<file path="src/rtl/des_pkg.sv">
// Shared DES controller types, widths and key-schedule tables.
// Holds the per-round shift table, the PC2 selection table and the 28-bit rotate helpers.
// Purely declarative; no logic or timing of its own.
package des_pkg;

  localparam int HALF_W = 32;
  localparam int KEYH_W = 28;
  localparam int RK_W   = 48;

  typedef enum logic [1:0] {IDLE, RUN, DONE} state_t;

  // Left-rotate amount applied to C and D in encrypt round i.
  localparam logic [1:0] SH [16] = '{
    2'd1, 2'd1, 2'd2, 2'd2, 2'd2, 2'd2, 2'd2, 2'd2,
    2'd1, 2'd2, 2'd2, 2'd2, 2'd2, 2'd2, 2'd2, 2'd1
  };

  // PC2: output bit n (1 = MSB) takes input bit PC2_TBL[n-1] of the 56-bit {C,D} (1 = MSB).
  localparam int PC2_TBL [48] = '{
    14, 17, 11, 24,  1,  5,  3, 28, 15,  6, 21, 10,
    23, 19, 12,  4, 26,  8, 16,  7, 27, 20, 13,  2,
    41, 52, 31, 37, 47, 55, 30, 40, 51, 45, 33, 48,
    44, 49, 39, 56, 34, 53, 46, 42, 50, 36, 29, 32
  };

  function automatic logic [KEYH_W-1:0] rotl28(input logic [KEYH_W-1:0] x, input logic [1:0] n);
    case (n)
      2'd1:    return {x[KEYH_W-2:0], x[KEYH_W-1]};
      2'd2:    return {x[KEYH_W-3:0], x[KEYH_W-1:KEYH_W-2]};
      default: return x;
    endcase
  endfunction

  function automatic logic [KEYH_W-1:0] rotr28(input logic [KEYH_W-1:0] x, input logic [1:0] n);
    case (n)
      2'd1:    return {x[0], x[KEYH_W-1:1]};
      2'd2:    return {x[1:0], x[KEYH_W-1:2]};
      default: return x;
    endcase
  endfunction

endpackage

</file>
<file path="src/rtl/key_pc2.sv">
// PC2 key compression: selects 48 of the 56 {C,D} bits to form a round key.
// Latency: combinational, zero cycles.
// Backpressure: none; pure wiring.
module key_pc2
  import des_pkg::*;
(
  input  logic [2*KEYH_W-1:0] i_cd,
  output logic [RK_W-1:0]     o_k
);

  for (genvar i = 0; i < RK_W; i++) begin : g_sel
    assign o_k[RK_W-1-i] = i_cd[6'(2*KEYH_W - PC2_TBL[i])];
  end

endmodule

</file>
<file path="src/rtl/des_round_ctrl.sv">
// Iterative DES round sequencer: drives an external Feistel round 16 times and builds each round key.
// Latency: request accepted at edge 0, rsp_valid rises after edge 17; one idle cycle before the next accept.
// Backpressure: rsp_* held stable until rsp_ready; req_ready low from accept until the response is taken.
// Build option DES_DECRYPT_EN: when defined, req_dec selects the reverse key schedule; otherwise encrypt only.
module des_round_ctrl
  import des_pkg::*;
#(
  parameter int NROUNDS = 16
) (
  input  logic              clk,
  input  logic              rst_n,
  input  logic              req_valid,
  output logic              req_ready,
  input  logic [HALF_W-1:0] req_l,
  input  logic [HALF_W-1:0] req_r,
  input  logic [KEYH_W-1:0] req_c,
  input  logic [KEYH_W-1:0] req_d,
  input  logic              req_dec,
  output logic              rsp_valid,
  input  logic              rsp_ready,
  output logic [HALF_W-1:0] rsp_l,
  output logic [HALF_W-1:0] rsp_r,
  output logic [HALF_W-1:0] round_xl,
  output logic [HALF_W-1:0] round_xr,
  output logic [RK_W-1:0]   round_k,
  input  logic [HALF_W-1:0] round_rl,
  input  logic [HALF_W-1:0] round_rr
);

  localparam int CNT_W = $clog2(NROUNDS);

  state_t              r_state;
  logic [CNT_W-1:0]    r_cnt;
  logic [HALF_W-1:0]   r_l;
  logic [HALF_W-1:0]   r_r;
  logic [KEYH_W-1:0]   r_c;
  logic [KEYH_W-1:0]   r_d;
  logic                r_req_ready;
  logic                r_rsp_valid;
  logic [HALF_W-1:0]   r_rsp_l;
  logic [HALF_W-1:0]   r_rsp_r;
  logic [KEYH_W-1:0]   w_c_nxt;
  logic [KEYH_W-1:0]   w_d_nxt;

`ifdef DES_DECRYPT_EN
  logic                r_dec;
  logic [CNT_W-1:0]    w_dec_idx;
  // Decrypt walks the encrypt schedule backwards: round i undoes encrypt shift NROUNDS-i.
  assign w_dec_idx = CNT_W'(NROUNDS - int'(r_cnt));
`else
  logic                w_unused_dec;
  assign w_unused_dec = req_dec;
`endif

  // Next key halves: rotated while running, otherwise the held C/D so round_k stays defined.
  always_comb begin
    w_c_nxt = r_c;
    w_d_nxt = r_d;
    if (r_state == RUN) begin
`ifdef DES_DECRYPT_EN
      if (r_dec) begin
        // Round 0 of decrypt uses C0D0 directly, which equals C16D16.
        if (r_cnt != '0) begin
          w_c_nxt = rotr28(r_c, SH[w_dec_idx]);
          w_d_nxt = rotr28(r_d, SH[w_dec_idx]);
        end
      end else begin
        w_c_nxt = rotl28(r_c, SH[r_cnt]);
        w_d_nxt = rotl28(r_d, SH[r_cnt]);
      end
`else
      w_c_nxt = rotl28(r_c, SH[r_cnt]);
      w_d_nxt = rotl28(r_d, SH[r_cnt]);
`endif
    end
  end

  key_pc2 u_key_pc2 (
    .i_cd ({w_c_nxt, w_d_nxt}),
    .o_k  (round_k)
  );

  assign round_xl  = r_l;
  assign round_xr  = r_r;
  assign req_ready = r_req_ready;
  assign rsp_valid = r_rsp_valid;
  assign rsp_l     = r_rsp_l;
  assign rsp_r     = r_rsp_r;

  // Control FSM: accept, iterate rounds, present result with the final swap, wait for acceptance.
  always_ff @(posedge clk or negedge rst_n) begin
    if (!rst_n) begin
      r_state     <= IDLE;
      r_cnt       <= '0;
      r_l         <= '0;
      r_r         <= '0;
      r_c         <= '0;
      r_d         <= '0;
      r_req_ready <= 1'b1;
      r_rsp_valid <= 1'b0;
      r_rsp_l     <= '0;
      r_rsp_r     <= '0;
`ifdef DES_DECRYPT_EN
      r_dec       <= 1'b0;
`endif
    end else begin
      case (r_state)
        IDLE: begin
          if (req_valid) begin
            r_l         <= req_l;
            r_r         <= req_r;
            r_c         <= req_c;
            r_d         <= req_d;
`ifdef DES_DECRYPT_EN
            r_dec       <= req_dec;
`endif
            r_cnt       <= '0;
            r_req_ready <= 1'b0;
            r_state     <= RUN;
          end
        end
        RUN: begin
          r_l   <= round_rl;
          r_r   <= round_rr;
          r_c   <= w_c_nxt;
          r_d   <= w_d_nxt;
          r_cnt <= r_cnt + 1'b1;
          if (r_cnt == CNT_W'(NROUNDS - 1)) begin
            r_state <= DONE;
          end
        end
        DONE: begin
          if (!r_rsp_valid) begin
            // Final swap: the block leaves as (R16, L16).
            r_rsp_valid <= 1'b1;
            r_rsp_l     <= r_r;
            r_rsp_r     <= r_l;
          end else if (rsp_ready) begin
            r_rsp_valid <= 1'b0;
            r_req_ready <= 1'b1;
            r_state     <= IDLE;
          end
        end
        default: begin
          r_state     <= IDLE;
          r_req_ready <= 1'b1;
          r_rsp_valid <= 1'b0;
        end
      endcase
    end
  end

endmodule

</file>
<file path="config.mk">
export PLATFORM = sky130hd
export DESIGN_NAME = des_round_ctrl
export DESIGN_NICKNAME = d
export VERILOG_FILES = /design/src/rtl/des_pkg.sv /design/src/rtl/key_pc2.sv /design/src/rtl/des_round_ctrl.sv
export SDC_FILE = /design/constraint.sdc
export NUM_CORES = 1
export LEC_CHECK = 0
export ABC_AREA = 1
export CORE_AREA = 10 10 191 148
export CTS_BUF_LIST = sky130_fd_sc_hd__clkbuf_4 sky130_fd_sc_hd__clkbuf_8 sky130_fd_sc_hd__clkbuf_16
export DETAILED_ROUTE_END_ITERATION = 6
export DIE_AREA = 0 0 201 158
export PLACE_DENSITY_LB_ADDON = 0.3
export SYNTH_ARGS = -nofsm -noshare
export SYNTH_HDL_FRONTEND = slang
export SYNTH_SLANG_ARGS = --single-unit
</file>
<file path="constraint.sdc">
create_clock -name clk -period 2.91 [get_ports clk]
set_input_delay 0.582 -clock clk [delete_from_list [all_inputs] [get_ports clk]]
set_output_delay 0.582 -clock clk [all_outputs]
set_load 0.02 [all_outputs]
</file>
==> impl_metrics.ini <==
[sta]
fmax_ghz = 0.3599
slew_violations = 0
period_share = 0.9549
setup_viol = 0
fin_skew_ps = 12.40
rsz0062_at_grt = true
final-hold-violation-count = 0
min_period_ps = 2779
setup_slack_ps = 131.3
tns_ps = 0
worstMarginPinSlew_ps = 814.3
slew-limit-headroom = 0.4572

[clocking]
postCtsHoldBufs = 0
cts_buffers = 17
cts.sinks = 192
clk_pin_slew_ps = 70
cts_max_path_buffers = 2
cts_tree = yes
clock_latency_ps = 440
cts-root-buf = clkbuf_16
h-tree-depth = 4

[placed_design]
io_buffers = 344
dp.final_hpwl_mm = 24.84
place.gp.congestion = 0.8795
dpl_cell_area_um2 = 13340
place_ws_ps = 323.8

[routing]
wl_per_cell_um = 18.14
ant_nets = 0
dr.first_iter.drc_count = 487
vias = 8991
routed_via_density = 4.770
dr.pass1.iters = 5
routed_wl_mm = 34.20
drc = 0

[layout]
area_growth_pct = 43.88
final_area_um2 = 13930
nNetsFinal = 1726
antenna_cells = 0
layout-drive-gt1-share = 0.07822
final_common_cell = nand2_1
final_cell_mix = nand2_1, clkdlybuf4s50_1, dfrtp_1

[global_routing]
grt_use_total = 0.2075
grt_overflow = 0
grt_pass1_vias = 8391
grt_antenna_before_repair = 1
grt_pass1_wl_mm = 51.76
grt_max_degree = 66

[synth]
synth-edff-count = 0
synth_area_um2 = 9683
async_reset_ff_frac = 1.000
postSynthCellCount = 1225
synth.lib_cells_used.distinct = 27
synthFlopType = dfrtp_1
syn-mean-instance-area_um2 = 7.905
ys_warn_count = 0
seq_area_frac_synth = 0.4963
synth-seq-cells = 192

[worst_hold_path]
hp-class = input port to async pin

[worst_setup_path]
cp_top_family = buffers and inverters
r2r-start = r_state[1]$_DFFE_PN0P_
reg2reg_depth = 7
rr_endpoint = r_d[16]$_DFFE_PN0P_
critPathSlowestCell = dfrtp_1
path_common_cell = nand2_1
path_class = register to output pin
crit_chain = inv_1 -> ha_1 -> nand3_1 -> nand3_4 -> buf_12 -> nand2_1 -> o211ai_1 -> nand2_1 -> dlygate4sd2_1
cp-end-kind = output pin
worstPathRequired_ps = 2330
cp_max_fo = 38
critPathArrivalTime_ps = 2200
r2r_slack_ps = 830
cp-start-kind = register
critPathBufInv = 3
cpPeakStageDelay_ps = 410

[floorplan]
die_x_um = 201
fp-row-count = 50
fp.dieH_um = 158
start_util = 0.3938
ioPinCount = 367
die-area_um2 = 31760
core_um2 = 24590

[pwr]
ir_drop_mv = 0.7270
pwr_density_cell_nw_per_um2 = 1199
total_power_w = 0.01670
leakage_nw = 6.496

[outcome]
status = completed

[run]
maxCapViolations = 0
-- registers in the layout (all words and copies together) (netlist names), 2 cells and up --
| name | cells |
|---|---|
| round_xr | 32 |
| r_state | 2 |
| r_cnt | 4 |
| r_c | 28 |
| r_d | 28 |
| rsp_l | 32 |
| round_xl | 32 |
| rsp_r | 32 |
-- power breakdown --
group | internal (W) | switching, W
Sequential | 0.00397 | 0.000887
Clock | 0.00139 | 0.00111
Combinational | 0.00370 | 0.00564
Total | 0.00906 | 0.00764
-- synth_stat cells (all sizes together), types with 2 or more instances --
cell type	n	area share
nand2	457	0.18
dfrtp	191	0.49
nor2	134	0.053
inv	124	0.048
o21ai	87	0.045
buf	69	0.050
o31ai	65	0.074
a21oi	29	0.015
o211ai	27	0.021
clkbuf	26	0.010
nand3	6	0.0031
ha	2	0.0026
o22ai	2	0.0013
-- worst max path at each step --
stage,endpoint,from,cells after the start,slack (ps)
floorplan,round_k[2],r_cnt[0]$_DFFE_PN0P_,8,830
global placement,round_k[7],r_cnt[0]$_DFFE_PN0P_,8,340
detailed placement,round_k[7],r_cnt[1]$_DFFE_PN0P_,9,320
CTS,round_k[7],r_cnt[1]$_DFFE_PN0P_,9,50
global route,round_k[12],r_cnt[0]$_DFFE_PN0P_,9,-10
finish,round_k[22],r_cnt[1]$_DFFE_PN0P_,9,130
-- area by class of cell --
cell class                 instances  area [um2]
multi-input combinational        834        3929
fill                            2296       10650
clock inverter                    13       175.2
timing repair buffer             366        3690
inverter                         124       470.5
tap                              338       422.9
clock buffer                      18       439.2
sequential                       192        4806
-- per-stage QoR --
step,hold WS (ps),cells,utilization
5_1_grt,147.6,1885,0.5667
3_3_place_gp,452.9,1851,0.5427
2_1_floorplan,286.4,1245,-
6_report,136.0,1885,0.5667
4_1_cts,139.7,1882,0.5663
3_5_place_dp,457.3,1851,0.5427
-- worst reg2reg max path, delay by kind of cell (launching register included) --
kind            cells  cell delay, ps
buf+inv             3             830
simple gates        3             530
flops               1             430
compound gates      1             170
-- repair_timing --
item                                    4_1_cts  5_1_grt
setup buffers                                 0        2
gates resized for setup                      27       25
pin swaps                                     0        5
endpoints found under the setup margin       27       19
gates cloned                                  0        1
-- layer usage --
layer | routed length, um | track usage | part of all wire
met1 | 15430 | 0.2733 | 0.45
met2 | 16130 | 0.3338 | 0.47
met3 | 2413 | 0.06230 | 0.071
met4 | 221 | 0.03777 | 0.0065
met5 | 0 | 0 | 0
-- cells by family after synthesis --
group / Yosys count / share of synthesized area
AND/OR/NAND/NOR: 598 / 0.2341
buffers and inverters: 219 / 0.1078
AO/OA/AOI/OAI: 211 / 0.1570
flip-flops: 192 / 0.4963
XOR/XNOR: 2 / 0.001809
adder cells (fa/ha/maj): 2 / 0.002584
other: 1 / 0.0003873
No activity file was read; power rests on OpenSTA's default activity.
